--- config.mk ---
export PLATFORM = sky130hd
export DESIGN_NAME = uart_tx_frame
export DESIGN_NICKNAME = d
export VERILOG_FILES = /design/src/rtl/uart_pkg.sv /design/src/rtl/uart_baud_cnt.sv /design/src/rtl/uart_tx_frame.sv
export SDC_FILE = /design/constraint.sdc
export NUM_CORES = 1
export LEC_CHECK = 0
export CAP_MARGIN = 20
export CORE_MARGIN = 3
export CORE_UTILIZATION = 58
export CTS_CLUSTER_DIAMETER = 60
export DETAILED_ROUTE_END_ITERATION = 7
export PLACE_DENSITY_LB_ADDON = 0.05
export SLEW_MARGIN = 20
export SYNTH_ARGS = -nofsm -noshare
export SYNTH_HDL_FRONTEND = slang
export SYNTH_HIERARCHICAL = 1
export SYNTH_SLANG_ARGS = --single-unit
--- constraint.sdc ---
create_clock -name clk -period 4 [get_ports clk]
set_input_delay 0.8 -clock clk [delete_from_list [all_inputs] [get_ports clk]]
set_output_delay 0.8 -clock clk [all_outputs]
set_load 0.02 [all_outputs]
--- src/rtl/uart_pkg.sv ---
// Shared UART definitions: transmitter state encoding, baud helper and
// frame-length helper used by the TX/RX paths and their benches.
package uart_pkg;

    // Transmitter bit-phase states; PARITY is only reached when parity is built in
    typedef enum logic [2:0] {
        IDLE   = 3'd0,
        START  = 3'd1,
        DATA   = 3'd2,
        PARITY = 3'd3,
        STOP   = 3'd4
    } tx_state_e;

    localparam int unsigned MIN_BIT_CLKS = 4;

    // Clocks per serial bit (integer divide)
    function automatic int unsigned calc_bit_clks(input int unsigned clk_freq,
                                                  input int unsigned baudrate);
        return clk_freq / baudrate;
    endfunction

    // Clocks from accept edge to completion edge for one frame
    function automatic int unsigned frame_clks(input int unsigned bit_clks,
                                               input int unsigned data_bits,
                                               input int unsigned parity_bits,
                                               input int unsigned stop_bits);
        return (1 + data_bits + parity_bits + stop_bits) * bit_clks;
    endfunction

endpackage

--- src/rtl/uart_baud_cnt.sv ---
// Clock-cycle counter for bit timing with synchronous clear and load.
// Terminal count is BIT_CLKS-1, or STOP_BITS*BIT_CLKS-1 when long_sel is high.
module uart_baud_cnt #(
    parameter int unsigned BIT_CLKS  = 10,
    parameter int unsigned STOP_BITS = 1,
    parameter int unsigned CNT_W     = $clog2(STOP_BITS * BIT_CLKS)
) (
    input  logic             clk,
    input  logic             rst_n,
    input  logic             clear,
    input  logic             load,
    input  logic [CNT_W-1:0] load_val,
    input  logic             en,
    input  logic             long_sel,
    output logic             tc
);

    localparam logic [CNT_W-1:0] TC_SHORT = CNT_W'(BIT_CLKS - 1);
    localparam logic [CNT_W-1:0] TC_LONG  = CNT_W'(STOP_BITS * BIT_CLKS - 1);

    logic [CNT_W-1:0] cnt_q;
    logic [CNT_W-1:0] cnt_d;

    assign tc = en && (cnt_q == (long_sel ? TC_LONG : TC_SHORT));

    // Next count: clear/load take priority, counter wraps only on its terminal compare
    always_comb begin
        cnt_d = cnt_q;
        if (clear) begin
            cnt_d = '0;
        end else if (load) begin
            cnt_d = load_val;
        end else if (en) begin
            if (tc) begin
                cnt_d = '0;
            end else begin
                cnt_d = cnt_q + CNT_W'(1);
            end
        end
    end

    // Count register with synchronous active-low reset
    always_ff @(posedge clk) begin
        if (!rst_n) begin
            cnt_q <= '0;
        end else begin
            cnt_q <= cnt_d;
        end
    end

endmodule

--- src/rtl/uart_tx_frame.sv ---
// Parametrised UART transmitter: START, DATA (LSB first), optional PARITY,
// STOP_BITS stop bits. Valid/ready input handshake, registered tx output.
// Parity is compiled in with the macro UART_TX_PARITY_EN.
module uart_tx_frame #(
    parameter int unsigned CLK_FREQ   = 25000000,
    parameter int unsigned BAUDRATE   = 921600,
    parameter int unsigned DATA_BITS  = 8,
    parameter int unsigned STOP_BITS  = 1,
    parameter int unsigned PARITY_ODD = 0
) (
    input  logic                 clk,
    input  logic                 rst_n,
    input  logic [DATA_BITS-1:0] data,
    input  logic                 data_valid,
    output logic                 tx_ready,
    output logic                 tx,
    output logic                 tx_busy,
    output logic                 tx_done
);

    import uart_pkg::*;

    localparam int unsigned BIT_CLKS = calc_bit_clks(CLK_FREQ, BAUDRATE);
    localparam int unsigned CNT_W    = $clog2(STOP_BITS * BIT_CLKS);
    localparam int unsigned IDX_W    = $clog2(DATA_BITS + 1);
    localparam logic [IDX_W-1:0] LAST_IDX = IDX_W'(DATA_BITS - 1);

    // Elaboration-time parameter legality checks
    if (BIT_CLKS < MIN_BIT_CLKS) begin : g_chk_bit_clks
        $error("uart_tx_frame: BIT_CLKS must be >= 4");
    end
    if (DATA_BITS < 5 || DATA_BITS > 9) begin : g_chk_data_bits
        $error("uart_tx_frame: DATA_BITS must be 5..9");
    end
    if (STOP_BITS != 1 && STOP_BITS != 2) begin : g_chk_stop_bits
        $error("uart_tx_frame: STOP_BITS must be 1 or 2");
    end
    if (PARITY_ODD > 1) begin : g_chk_parity_odd
        $error("uart_tx_frame: PARITY_ODD must be 0 or 1");
    end

    tx_state_e            state_q, state_d;
    logic [IDX_W-1:0]     bit_idx_q, bit_idx_d;
    logic [DATA_BITS-1:0] shreg_q, shreg_d;
    logic                 tx_q, tx_d;
    logic                 done_q, done_d;
`ifdef UART_TX_PARITY_EN
    logic                 par_q, par_d;
`endif

    logic bit_tc;

    uart_baud_cnt #(
        .BIT_CLKS  (BIT_CLKS),
        .STOP_BITS (STOP_BITS),
        .CNT_W     (CNT_W)
    ) u_baud_cnt (
        .clk      (clk),
        .rst_n    (rst_n),
        .clear    (state_q == IDLE),
        .load     (1'b0),
        .load_val ('0),
        .en       (state_q != IDLE),
        .long_sel (state_q == STOP),
        .tc       (bit_tc)
    );

    // Next-state, shift and line-level logic; tx_d is the level for the next bit period
    always_comb begin
        state_d   = state_q;
        bit_idx_d = bit_idx_q;
        shreg_d   = shreg_q;
        tx_d      = tx_q;
        done_d    = 1'b0;
`ifdef UART_TX_PARITY_EN
        par_d     = par_q;
`endif
        case (state_q)
            IDLE: begin
                tx_d      = 1'b1;
                bit_idx_d = '0;
                if (data_valid) begin
                    state_d = START;
                    shreg_d = data;
                    tx_d    = 1'b0;
`ifdef UART_TX_PARITY_EN
                    par_d   = (^data) ^ (PARITY_ODD != 0);
`endif
                end
            end
            START: begin
                if (bit_tc) begin
                    state_d   = DATA;
                    bit_idx_d = '0;
                    tx_d      = shreg_q[0];
                    shreg_d   = shreg_q >> 1;
                end
            end
            DATA: begin
                if (bit_tc) begin
                    if (bit_idx_q == LAST_IDX) begin
`ifdef UART_TX_PARITY_EN
                        state_d = PARITY;
                        tx_d    = par_q;
`else
                        state_d = STOP;
                        tx_d    = 1'b1;
`endif
                    end else begin
                        bit_idx_d = bit_idx_q + IDX_W'(1);
                        tx_d      = shreg_q[0];
                        shreg_d   = shreg_q >> 1;
                    end
                end
            end
`ifdef UART_TX_PARITY_EN
            PARITY: begin
                if (bit_tc) begin
                    state_d = STOP;
                    tx_d    = 1'b1;
                end
            end
`endif
            STOP: begin
                tx_d = 1'b1;
                if (bit_tc) begin
                    state_d = IDLE;
                    done_d  = 1'b1;
                end
            end
            default: begin
                state_d = IDLE;
                tx_d    = 1'b1;
            end
        endcase
    end

    // State and datapath registers with synchronous active-low reset
    always_ff @(posedge clk) begin
        if (!rst_n) begin
            state_q   <= IDLE;
            bit_idx_q <= '0;
            shreg_q   <= '0;
            tx_q      <= 1'b1;
            done_q    <= 1'b0;
`ifdef UART_TX_PARITY_EN
            par_q     <= 1'b0;
`endif
        end else begin
            state_q   <= state_d;
            bit_idx_q <= bit_idx_d;
            shreg_q   <= shreg_d;
            tx_q      <= tx_d;
            done_q    <= done_d;
`ifdef UART_TX_PARITY_EN
            par_q     <= par_d;
`endif
        end
    end

    assign tx       = tx_q;
    assign tx_ready = (state_q == IDLE);
    assign tx_busy  = (state_q != IDLE);
    assign tx_done  = done_q;

endmodule

==> impl_metrics.yaml <==
min_path:
  hold_start: "bit_idx_q[1]"
  hp-class: "flop to flop"
detailed_routing:
  avgRoutedWirePerCell_um: 13.7
  routed_via_density: 5.58
  postRouteWirelength_um: 2560
  drt_iter0_markers: 25
  drc: 0
  num_vias: 1044
  ant_nets: 0
  dr.pass1.iters: 4
sta:
  period_share_pct: 71.2
  min_period_ns: 2.85
  finalMaxSlewViolations: 0
  worstMarginPinSlew_ns: 0.579
  setup_viol: 0
  clock_skew_ns: 0.00160
  fin_tns_setup_ns: 0
  worst_hold_slack_ns: 0.487
  hold_viol: 0
  grt_setup_unrepaired: "no"
  fmax_mhz: 351
  max_slew_margin_pct: 61.3
floorplan:
  fp.dieArea_um2: 2790
  ioPinCount: 15
  rows: 16
  die_h_um: 52.8
  start_util_pct: 62.8
  core_area_um2: 2020
  die_w_um: 52.8
clock_tree:
  worstSkewPairLatency_ns: 0.30
  cts_hold_buf: 0
  clkTransAtPathRegs_ns: 0.12
  cts_resized: 0
  cts_max_path_buffers: 2
  cts_tree: "yes"
  cts_setup_buffers: 0
  htree_levels: 1
  cts_inserted_buffers: 3
  numClockSinks: 22
  cts-root-buf: "clkbuf_4"
synthesis:
  synthCells: 146
  synth-edff-count: 0
  syn_area_um2: 1270
  synthTopCellsByArea: "dfxtp_1 35%, nand2_1 6.2%, a31oi_1 4.4%, nor3b_1 4.1%, o31ai_1 4.1%"
  synthArstFlopShare_pct: 0
  synth_top_cell_by_area: "dfxtp_1"
  synth_top_area_share_pct: 34.7
  syn_area_per_cell_um2: 8.70
  synth-seq-cells: 22
  ys_types: 42
  ys_warn_count: 6
  yosysSeqAreaShare_pct: 34.7
  synth_ff_type: "dfxtp_1"
place:
  place_inst: 184
  place_congestion: 0.778
  dp_hpwl_um: 1840
  port_buffers: 14
run:
  maxCapViolCount: 0
final_layout:
  fin_util_pct: 70.2
  finalNonFillerCells: 187
  drive_above_1_share_pct: 6.88
  area.growth.synth_to_final_pct: 11.7
  nets: 176
  num_antenna_cells: 0
worst_setup_path:
  crit_required_ns: 4.18
  critPathLaunchType: "flop"
  reg2reg_slack_ns: 1.15
  end_kind: "flop"
  path_class: "flop to flop"
  cp-startpoint: "state_q[2]"
  path_max_fanout: 10
  r2r_start: "state_q[2]"
  crit_arrival_ns: 3.03
power:
  vdd_drop_max_v: 0.000228
  powerDensity_nw_per_um2: 282
  leakagePower_nw: 0.564
grt:
  grt_use_total_pct: 21.4
  grt_pass1_wl_um: 4420
  antenna_found_initial: 0
  grt-ovfl-total: 0
  grt_max_degree: 19
  first_global_vias: 991
run_status:
  outcome: "finished clean"
[flip-flops by register name (all words and copies together), names as in the netlist]
register,cells
state_q,3
shreg_q,8
bit_idx_q,4
tx_done,1
u_baud_cnt/cnt_q,5
tx,1
[final cells by class]
type	count	area [um2]
tap	27	33.8
sequential	22	440
fill	179	603
timing repair buffer	14	140
clock buffer	3	22.5
multi-input combinational	115	759
inverter	6	22.5
[synthesized netlist by cell type (2+ instances only)]
master and number:
xor2_1 3, nand3b_1 3, nor3_1 2, inv_1 6, nand2_1 21, dfxtp_1 22
buf_6 3, ha_1 3, and2_1 3, a31oi_1 9, buf_4 3, nor3b_1 7
o21ai_0 2, mux2i_1 2, buf_2 2, nor2_1 9, o22ai_1 3, o31ai_1 7
a21oi_1 9, nand3_1 5
[cell families after synthesis]
group                    Yosys count  synth area share, %
AO/OA/AOI/OAI                     37                 21.4
XOR/XNOR                           4                 2.76
adder cells (fa/ha/maj)            3                 2.96
buffers and inverters             15                 7.29
flip-flops                        22                 34.7
multiplexers                       2                 1.58
other                              1                0.295
AND/OR/NAND/NOR                   62                 29.1
[critical path: stages, from the launching register on]
cell     delay [ns]
dfxtp_1        0.62
nor3_4         0.09
inv_1          0.27
inv_1          0.10
nor2_1         0.45
nand2_1        0.22
o32ai_4        0.43
or2_0          0.39
a31oi_1        0.14
[power breakdown]
| group | switching [mW] | internal (mW) | total, mW |
|---|---|---|---|
| Combinational | 0.0332 | 0.0297 | 0.0629 |
| Sequential | 0.00815 | 0.229 | 0.237 |
| Clock | 0.0652 | 0.0352 | 0.100 |
[worst paths after layout]
| kind | depth (start not counted) | to |
|---|---|---|
| worst max-delay path | 8 | shreg_q[1] |
| worst min-delay path | 2 | bit_idx_q[1] |
| worst max register to register | 8 | shreg_q[1] |
| worst min register to register | 2 | bit_idx_q[1] |
[per-layer routing]
metal	GRT usage [%]	wire length (um)	vias up
met5	0	0	-
li1	-	-	542
met2	34.7	1190	28
met4	4.68	12	0
met3	6.84	151	2
met1	27.5	1200	472
[layout by cell type (no fill, tap or decap), drive strengths merged, types with 2 or more instances in the layout]
| cell | count |
|---|---|
| dfxtp | 22 |
| o22ai | 3 |
| nor3 | 3 |
| a31oi | 9 |
| nand4b | 2 |
| conb | 7 |
| ha | 3 |
| clkbuf | 3 |
| o31ai | 7 |
| nor3b | 8 |
| mux2i | 2 |
| inv | 6 |
| o21ai | 3 |
| nand3 | 6 |
| nor2 | 9 |
| nand2 | 21 |
| or2 | 2 |
| clkdlybuf4s50 | 14 |
| a21oi | 9 |
| and2 | 3 |
| xor2 | 3 |
| or3b | 2 |
| nand3b | 3 |
[stage by stage]
stage          setup slack, ns  instance area, um2  total power [mW]
2_1_floorplan             1.84                1290             0.283
3_3_place_gp              1.32                1400             0.302
3_5_place_dp              1.23                1400             0.303
4_1_cts                   1.18                1420             0.403
5_1_grt                  0.830                1420             0.424
6_report                  1.15                1420             0.400
Note: power is estimated with default switching activity, not from simulation.
